--- src/rtl/decodeur_clavier.sv ---
// PS/2 keyboard receiver: filters the keyboard clock, deframes bytes and keeps
// held-key flags for two players (WASD for player 1, extended arrows for player 2).
module decodeur_clavier #(
    parameter int unsigned FILTER_LEN = 4,
    parameter int unsigned TIMEOUT    = 50000
) (
    input  logic clk,
    input  logic reset,
    input  logic ps2_clk,
    input  logic ps2_data,
    output logic j1_up,
    output logic j1_down,
    output logic j1_left,
    output logic j1_right,
    output logic j2_up,
    output logic j2_down,
    output logic j2_left,
    output logic j2_right,
    output logic frame_err
);
    localparam int unsigned FW = (FILTER_LEN > 1) ? $clog2(FILTER_LEN) : 1;
    localparam int unsigned TW = (TIMEOUT > 1) ? $clog2(TIMEOUT) : 1;

    typedef enum logic [1:0] {S_IDLE, S_DATA, S_PARITY, S_STOP} state_t;

    logic          r_clk_s1, r_clk_s2, r_dat_s1, r_dat_s2;
    logic          r_filt;
    logic [FW-1:0] r_filt_cnt;
    logic          w_change, w_fall;

    state_t        r_state, w_state_nxt;
    logic [7:0]    r_shift, w_shift_nxt;
    logic [2:0]    r_bit_cnt, w_bit_cnt_nxt;
    logic          r_par_ok, w_par_ok_nxt;
    logic [TW-1:0] r_to_cnt, w_to_cnt_nxt;
    logic          r_byte_valid, w_byte_valid_nxt;
    logic          r_frame_err, w_frame_err_nxt;

    logic          r_ext, r_brk;
    logic [7:0]    r_keys;
    logic [7:0]    w_key_hit;

    // Two-flop synchronizers followed by a run-length glitch filter on the clock
    always_ff @(posedge clk) begin
        if (reset) begin
            r_clk_s1   <= 1'b0;
            r_clk_s2   <= 1'b0;
            r_dat_s1   <= 1'b0;
            r_dat_s2   <= 1'b0;
            r_filt     <= 1'b0;
            r_filt_cnt <= '0;
        end else begin
            r_clk_s1 <= ps2_clk;
            r_clk_s2 <= r_clk_s1;
            r_dat_s1 <= ps2_data;
            r_dat_s2 <= r_dat_s1;
            if (r_clk_s2 == r_filt) begin
                r_filt_cnt <= '0;
            end else if (w_change) begin
                r_filt     <= r_clk_s2;
                r_filt_cnt <= '0;
            end else begin
                r_filt_cnt <= r_filt_cnt + FW'(1);
            end
        end
    end

    assign w_change = (r_clk_s2 != r_filt) && (r_filt_cnt == FW'(FILTER_LEN - 1));
    assign w_fall   = w_change && r_filt;

    always_ff @(posedge clk) begin
        if (reset) begin
            r_state      <= S_IDLE;
            r_shift      <= '0;
            r_bit_cnt    <= '0;
            r_par_ok     <= 1'b0;
            r_to_cnt     <= '0;
            r_byte_valid <= 1'b0;
            r_frame_err  <= 1'b0;
        end else begin
            r_state      <= w_state_nxt;
            r_shift      <= w_shift_nxt;
            r_bit_cnt    <= w_bit_cnt_nxt;
            r_par_ok     <= w_par_ok_nxt;
            r_to_cnt     <= w_to_cnt_nxt;
            r_byte_valid <= w_byte_valid_nxt;
            r_frame_err  <= w_frame_err_nxt;
        end
    end

    // Frame receiver: start, 8 data bits LSB first, odd parity, stop
    always_comb begin
        w_state_nxt      = r_state;
        w_shift_nxt      = r_shift;
        w_bit_cnt_nxt    = r_bit_cnt;
        w_par_ok_nxt     = r_par_ok;
        w_byte_valid_nxt = 1'b0;
        w_frame_err_nxt  = 1'b0;
        w_to_cnt_nxt     = (r_state == S_IDLE || w_fall) ? '0 : r_to_cnt + TW'(1);
        case (r_state)
            S_IDLE: begin
                if (w_fall && !r_dat_s2) begin
                    w_state_nxt   = S_DATA;
                    w_bit_cnt_nxt = '0;
                end
            end
            S_DATA: begin
                if (w_fall) begin
                    w_shift_nxt   = {r_dat_s2, r_shift[7:1]};
                    w_bit_cnt_nxt = r_bit_cnt + 3'd1;
                    if (r_bit_cnt == 3'd7) begin
                        w_state_nxt = S_PARITY;
                    end
                end
            end
            S_PARITY: begin
                if (w_fall) begin
                    w_par_ok_nxt = (^r_shift) ^ r_dat_s2;
                    w_state_nxt  = S_STOP;
                end
            end
            S_STOP: begin
                if (w_fall) begin
                    w_byte_valid_nxt = r_dat_s2 && r_par_ok;
                    w_frame_err_nxt  = !(r_dat_s2 && r_par_ok);
                    w_state_nxt      = S_IDLE;
                end
            end
        endcase
        // A stalled partial frame is abandoned
        if (r_state != S_IDLE && !w_fall && r_to_cnt == TW'(TIMEOUT - 1)) begin
            w_state_nxt     = S_IDLE;
            w_frame_err_nxt = 1'b1;
            w_to_cnt_nxt    = '0;
        end
    end

    // Direction key selected by the received byte under the current ext prefix
    always_comb begin
        w_key_hit = '0;
        if (!r_ext) begin
            case (r_shift)
                8'h1D:   w_key_hit = 8'b1000_0000;
                8'h1B:   w_key_hit = 8'b0100_0000;
                8'h1C:   w_key_hit = 8'b0010_0000;
                8'h23:   w_key_hit = 8'b0001_0000;
                default: w_key_hit = '0;
            endcase
        end else begin
            case (r_shift)
                8'h75:   w_key_hit = 8'b0000_1000;
                8'h72:   w_key_hit = 8'b0000_0100;
                8'h6B:   w_key_hit = 8'b0000_0010;
                8'h74:   w_key_hit = 8'b0000_0001;
                default: w_key_hit = '0;
            endcase
        end
    end

    always_ff @(posedge clk) begin
        if (reset) begin
            r_ext  <= 1'b0;
            r_brk  <= 1'b0;
            r_keys <= '0;
        end else if (r_frame_err) begin
            r_ext <= 1'b0;
            r_brk <= 1'b0;
        end else if (r_byte_valid) begin
            if (r_shift == 8'hE0) begin
                r_ext <= 1'b1;
            end else if (r_shift == 8'hF0) begin
                r_brk <= 1'b1;
            end else begin
                r_ext  <= 1'b0;
                r_brk  <= 1'b0;
                r_keys <= r_brk ? (r_keys & ~w_key_hit) : (r_keys | w_key_hit);
            end
        end
    end

    assign j1_up     = r_keys[7];
    assign j1_down   = r_keys[6];
    assign j1_left   = r_keys[5];
    assign j1_right  = r_keys[4];
    assign j2_up     = r_keys[3];
    assign j2_down   = r_keys[2];
    assign j2_left   = r_keys[1];
    assign j2_right  = r_keys[0];
    assign frame_err = r_frame_err;

endmodule

--- config.mk ---
export PLATFORM = sky130hd
export DESIGN_NAME = decodeur_clavier
export DESIGN_NICKNAME = d
export VERILOG_FILES = /design/src/rtl/decodeur_clavier.sv
export SDC_FILE = /design/constraint.sdc
export NUM_CORES = 1
export LEC_CHECK = 0
export CORE_MARGIN = 2
export CORE_UTILIZATION = 60
export CTS_BUF_LIST = sky130_fd_sc_hd__clkbuf_2
export CTS_CLUSTER_SIZE = 20
export DETAILED_ROUTE_END_ITERATION = 10
export PLACE_DENSITY_LB_ADDON = 0.25
export SKIP_CTS_REPAIR_TIMING = 1
export SYNTH_ARGS = -nofsm -noshare
export SYNTH_HDL_FRONTEND = slang
export SYNTH_SLANG_ARGS = --single-unit
--- constraint.sdc ---
create_clock -name clk -period 3.6 [get_ports clk]
set_input_delay 0.72 -clock clk [delete_from_list [all_inputs] [get_ports clk]]
set_output_delay 0.72 -clock clk [all_outputs]
set_load 0.02 [all_outputs]
==> results of run 1 <==
==> stage by stage <==
| stage | instance area (um2) | instances | hold WS, ns |
|---|---|---|---|
| 6_report | 2660 | 332 | 0.437 |
| 5_1_grt | 2660 | 332 | 0.464 |
| 4_1_cts | 2660 | 332 | 0.441 |
| 3_5_place_dp | 2610 | 324 | 0.413 |
| 3_3_place_gp | 2610 | 324 | 0.410 |
| 2_1_floorplan | 2460 | 269 | 0.397 |
==> power groups by stage <==
| stage | Sequential, W | Combinational (W) | Clock [W] |
|---|---|---|---|
| after floorplan | 0.000567 | 0.0000458 | 0 |
| after global placement | 0.000569 | 0.0000545 | 0 |
| after detailed placement | 0.000569 | 0.0000559 | 0 |
| after CTS | 0.000559 | 0.0000562 | 0.000233 |
| after global routing | 0.000561 | 0.0000634 | 0.000256 |
| final | 0.000559 | 0.0000557 | 0.000222 |
==> logic make-up (layout without fill, tap and decap cells) <==
| logic type | Yosys count | count (layout) | synth area share [%] |
|---|---|---|---|
| compound gates | 19 | 19 | 5.04 |
| simple gates | 127 | 127 | 28.3 |
| mux | 12 | 12 | 4.88 |
| fa+ha+maj | 23 | 23 | 11.7 |
| xor+xnor | 19 | 19 | 6.77 |
| flops | 49 | 49 | 39.9 |
| buf+inv | 20 | 33 | 3.41 |
==> cells in the mapped netlist (2+ instances only) <==
master	n	area, um2
and3_1	3	18.8
nand2b_1	2	12.5
nand4_1	6	37.5
and4_1	2	17.5
nand4bb_1	2	22.5
ha_1	23	288
nor2_1	30	113
nand3b_1	5	37.5
xor2_1	8	70.1
dfxtp_1	49	981
a21oi_1	11	55.1
nand3_1	10	50.1
nand4b_1	7	61.3
nor3_1	10	50.1
xnor2_1	11	96.3
mux2i_1	12	120
nand2_1	24	90.1
and2_1	3	18.8
nor4_1	5	31.3
nor2b_1	5	31.3
clkbuf_1	6	22.5
inv_1	12	45.0
nor3b_1	2	15.0
nor4b_1	3	26.3
==> layer usage <==
layer,GRT usage [%],share of wire [%],vias up
met5,0,0,-
met4,8.00,1.4,0
met3,5.43,3.3,6
met2,34.1,47,32
met1,28.1,48,879
li1,-,-,959
==> area by class of cell <==
class                           instances  area, um2  area share [%]
Clock inverter                          3       22.5           0.847
Tap cell                               50       62.6            2.35
Inverter                               12       45.0            1.69
Timing Repair Buffer                   13        128            4.80
Multi-Input combinational cell        200       1400            52.5
Clock buffer                            5       25.0           0.941
Sequential cell                        49        981            36.9
==> placed cells by master, fill, tap and decap left out, types with 2 or more instances in the layout <==
master	n
ha_1	23
nand3_1	10
nand2b_1	2
and2_1	3
nor3_1	10
nand2_1	24
a21oi_1	11
inv_1	12
nor4_1	5
clkdlybuf4s50_1	12
nand3b_1	5
mux2i_1	12
clkinvlp_4	3
nand4b_1	7
clkbuf_2	5
nor2_1	30
xnor2_1	11
nor4b_1	3
xor2_1	8
and4_1	2
nand4bb_1	2
nor2b_1	5
and3_1	3
nand4_1	6
dfxtp_1	49
nor3b_1	2
==> worst min-delay path by stage <==
stage / depth (start not counted) / end / start
after floorplan: 1 / r_filt_cnt[0] / r_filt_cnt[0]
after global placement: 1 / r_filt_cnt[0] / r_filt_cnt[0]
after detailed placement: 1 / r_filt_cnt[0] / r_filt_cnt[0]
after CTS: 1 / r_filt_cnt[0] / r_filt_cnt[0]
after global routing: 1 / flip-flop / r_brk
final: 1 / r_filt_cnt[0] / r_filt_cnt[0]
==> results.md, run 1 <==
* TritonRoute pass-1 iters at 4
* Tot Pwr at 0.000837 W
* Io pins at 13
* Critical Path Sink: frame_err
* Chip width at 68.0 um
* WP data required at 2.88 ns
* Gpl congestion at 0.840
* Top_reg_cell synth: dfxtp_1
* Final Hold Vio Count at 0
* Status: finished clean
* Async set-reset flop share out of synthesis at 0%
* Starting Density at 61.9%
* CP Launch Type: flip-flop
* Syn avg cell area at 9.14 um2
* DR vias/cell at 5.65
* Wirelength per Cell at 13.2 um
* Worst path cell trace: clkdlybuf4s50_1
* Slew margin rel. at 58.8%
* Share of cells above drive strength 1 at 4.96%
* Int Power at 0.000621 W
* Net count after synthesis at 296
* 1st-iter DRT viols at 103
* Leak at 0.896 nW
* Mapped Cells at 269
* Hold/Removal Path Class: reg2reg
* Count of pins over their slew limit at 0
* CTS tree: yes
* Via count at 1876
* Worst Skew at 0.0114 ns
* Reg clk slew, reported paths at 0.24 ns
* Post-route clock period utilization at 63.2%
* CP endpoint kind: output pin
* Final net count at 308
* Routed WL at 4370 um
* Register area share after synthesis at 39.9%
* Combinational share of power at 6.7%
* PortBufs at 12
* Core area at 3970 um2
* R2R Path End: r_to_cnt[10]
* Instance count on the critical path at 1
* Reg2Reg Depth at 5
* R2R setup slack at 1.56 ns
* R2R Path Start: r_to_cnt[0]
* Final core occ at 67.0%
* Synth Warn # at 0
* CP Launch Point: frame_err
* Worst setup path category: reg2out
* Htree depth at 2
* Diode count at 0
* Final HPWL DP at 3240 um
* Pre-CTS setup slack at 1.23 ns
* Flop pwr share at 66.8%
* Largest net degree at the start of global routing at 20
* Clock sinks at 49
* Fmax at 0.439 GHz
* Switching part of the total at 25.8%
* Final antenna-violating net count at 0
* Worst path max stage delay at 0.64 ns
* Initial antenna violation count at 0
* Clk_lat worst skew at 0.42 ns
* Crit Path Max Fanout at 8
* Fin crit period at 2.28 ns
* Final setup vio count at 0
* Buf+Inv Stages, Crit Path at 1
* Total grt overflow at 0
* Post-synth EDFFs at 0
* Mapped Area at 2460 um2
* Residual DRC at 0
* CTS Buf Count at 5
* Layout area overhead at 8.09%
* Max IR drop VDD at 237 uV
* Worst Max-Slew Pin Slew at 0.616 ns
* Crit-path slowest cell: clkdlybuf4s50_1
* Number of global-route vias before repair at 1649
* Total GRT Usage at 21.5%
* Unrepaired setup endpoints after global routing: false
* Die Area at 4630 um2
* CTS root buffer: clkbuf_2
* Fillers at 350
* Clk pwr share at 26.6%
* Max-cap violations at 0
* Worst setup margin at 1.32 ns
* Chip Height at 68.0 um
* TNS Setup at 0 ns
* Top delay family on crit path: buffers and inverters
* Std-Cell Rows at 23
* Worst EP arrival at 1.56 ns
* Net Sw Power at 0.000216 W
* Clock buffer depth at 2
* Cell Pwr Density at 315 nW/um2
* First-pass GRT wire length at 7480 um
* Post-synthesis cell type count at 42
* #FFs+latches synth at 49
Note: power is estimated with default switching activity, not from simulation.
==> run 2, diff against run 1 <==
- CORE_UTILIZATION: 60 -> 56
- clock period: 3.6 -> 1.9 ns (I/O delays scaled with it)
==> run 2 against run 1 <==
Against the previous run: power rose by 110%; register-to-register slack got worse by 1.5 ns; worst hold slack got worse by 0.0026 ns; via count rose by 2.2%; count of clock-buffer cells in the layout did not move; sequential share of layout area fell by 2.2 points; final area rose by 6.7%; clock skew rose by 0.010 ns; clock power rose to 2.6 times the previous value; non-clock buffer count rose by 15; global-route usage fell by 0.86 points; core utilization fell by 0.87 points; critical path type unchanged.
==> results.md, run 2 (synthesized netlist as in run 1, its figures left out) <==
* Global routing usage on met2 at 34.0% (-0.14 points)
* Net Sw Power at 0.000430 W (+99%)
* FF/Latch Area at 985 um2 (+0.38%)
* 1st-iter DRT viols at 111 (+7.8%)
* Commonest non-fill, non-tap cell in the layout: dfxtp_1
* Max-cap violations at 0 (unchanged)
* Final Hold Vio Count at 0 (unchanged)
* Critical Path Sink: j2_down
* Max IR drop VDD at 662 uV (+180%)
* CTS tree: yes
* Flop pwr share at 60.1% (-6.7 points)
* Leak at 1.02 nW (+13%)
* Final antenna-violating net count at 0 (unchanged)
* Routed WL at 4670 um (+6.9%)
* Std-Cell Rows at 24 (+4.3%)
* R2R Path Start: r_state[0]
* Worst path cell trace: clkdlybuf4s50_1
* CTS root buffer: clkbuf_2
* Pre-CTS setup slack at 0.0121 ns (-1.22 ns)
* Number of global-route vias before repair at 1809 (+9.7%)
* CTS Buf Count at 5 (unchanged)
* Reg clk slew, reported paths at 0.25 ns (about the same)
* Total GRT Usage at 20.6% (-0.86 points)
* Multi-input logic area at 1430 um2 (+2.4%)
* Unrepaired setup endpoints after global routing: false
* R2R setup slack at 0.10 ns (-1.46 ns)
* CP endpoint kind: output pin
* Int Power at 0.00133 W (+110%)
* PortBufs at 12 (unchanged)
* Largest net degree at the start of global routing at 28 (+40%)
* Total grt overflow at 0 (unchanged)
* Clock sinks at 49 (unchanged)
* Hold/Removal Path Class: reg2reg
* Wirelength per Cell at 13.4 um (+1.7%)
* Layout area overhead at 15.4%
* Diode count at 0 (unchanged)
* Starting Density at 57.3% (-4.7 points)
* Placed cell count at 339 (+4.6%)
* Final net count at 323 (+4.9%)
* Top delay family on crit path: buffers and inverters
* Worst setup margin at 0.0871 ns (-1.24 ns)
* Worst path max stage delay at 0.61 ns (-0.03 ns)
* Worst Skew at 0.0214 ns (+0.00998 ns)
* Core area at 4290 um2 (+8.1%)
* Post-route clock period utilization at 95.4%
* Fin crit period at 1.81 ns
* Via count at 1917 (+2.2%)
* Worst Max-Slew Pin Slew at 0.436 ns (-0.181 ns)
* Worst setup path category: reg2out
* Io pins at 13 (unchanged)
* Reg2Reg Depth at 7 (+2)
* TNS Setup at 0 ns (unchanged)
* WP data required at 1.52 ns (-1.36 ns)
* Clock buffer depth at 2 (unchanged)
* Gpl congestion at 0.905 (+7.7%)
* First-pass GRT wire length at 8180 um (+9.4%)
* Chip width at 70.3 um (+3.3%)
* Clk pwr share at 32.3% (+5.7 points)
* Final setup vio count at 0 (unchanged)
* Buf+Inv Stages, Crit Path at 1 (unchanged)
* Clk_lat worst skew at 0.44 ns (+0.02 ns)
* Crit-path slowest cell: clkdlybuf4s50_1
* Htree depth at 2 (unchanged)
* Combinational share of power at 7.6% (+0.9 points)
* CP Launch Type: flip-flop
* Worst EP arrival at 1.43 ns (-0.13 ns)
* Slew margin rel. at 70.7% (+12 points)
* GR Util met3 at 4.33% (-1.1 points)
* Final HPWL DP at 3340 um (+3.2%)
* TritonRoute pass-1 iters at 4 (unchanged)
* Crit Path Max Fanout at 2 (-6)
* Residual DRC at 0 (unchanged)
* Commonest non-fill, non-tap cells in the layout: dfxtp_1, nor2_1, nand2_1, ha_1, buf_4
* Cell Pwr Density at 619 nW/um2 (+97%)
* Switching part of the total at 24.5% (-1.3 points)
* Share of cells above drive strength 1 at 12.1% (+7.2 points)
* GR peak layer: met2
* Initial antenna violation count at 0 (unchanged)
* Fillers at 397 (+13%)
* Count of pins over their slew limit at 0 (unchanged)
* Worst hold margin at 0.434 ns (-0.00255 ns)
* Finished Layout Cells at 349 (+5.1%)
* Met1 Track Usage GR at 26.6% (-1.6 points)
* Die Area at 4940 um2 (+6.7%)
* Status: finished clean
* Chip Height at 70.3 um (+3.3%)
* Fmax at 0.552 GHz
* DR vias/cell at 5.49 (-2.8%)
* Instance count on the critical path at 1 (unchanged)
* R2R Path End: r_state[0]
* Final core occ at 66.1% (-0.87 points)
## run 2: worst reg2reg max path, delay by kind of cell (launching register included)
kind / cells / cell delay (ns)
and+or+nand+nor: 3 / 0.54
AOI/OAI and AO/OA: 1 / 0.31
adders and majority gates: 1 / 0.21
buffers and inverters: 2 / 0.26
DFF: 1 / 0.40
## run 2: metal layers
layer	up-vias	part of all wire, %
met2	26	48
met1	896	47
met3	8	2.9
li1	987	-
met4	0	1.7
met5	-	0
## run 2: final cells by class
class	count	area share, %
tap	52	2.29
sequential	49	34.7
timing repair buffer	28	8.55
clock buffer	5	0.882
clock inverter	3	1.63
multi-input combinational	200	50.4
inverter	12	1.59
## run 2: stage by stage
stage	instance area, um2	power [W]
detailed placement	2710	0.00119
global route	2840	0.00183
finish	2840	0.00176
floorplan	2460	0.00116
CTS	2780	0.00176
global placement	2710	0.00119
## run 2: worst min path at each step
stage / from / endpoint / slack [ns] / depth (start not counted)
6_report: r_filt_cnt[0] / r_filt_cnt[0] / 0.43 / 1
5_1_grt: ps2_clk / r_clk_s1 / 0.46 / 2
4_1_cts: r_filt_cnt[0] / r_filt_cnt[0] / 0.44 / 1
3_5_place_dp: r_filt_cnt[0] / r_filt_cnt[0] / 0.41 / 1
3_3_place_gp: r_filt_cnt[0] / r_filt_cnt[0] / 0.41 / 1
2_1_floorplan: r_filt_cnt[0] / r_filt_cnt[0] / 0.40 / 1
## run 2: power by group through the flow
stage / registers [W] / clock network [W] / logic [W]
2_1_floorplan: 0.00107 / 0 / 0.0000868
3_3_place_gp: 0.00107 / 0 / 0.000114
3_5_place_dp: 0.00107 / 0 / 0.000118
4_1_cts: 0.00106 / 0.000584 / 0.000120
5_1_grt: 0.00106 / 0.000617 / 0.000150
6_report: 0.00106 / 0.000567 / 0.000133
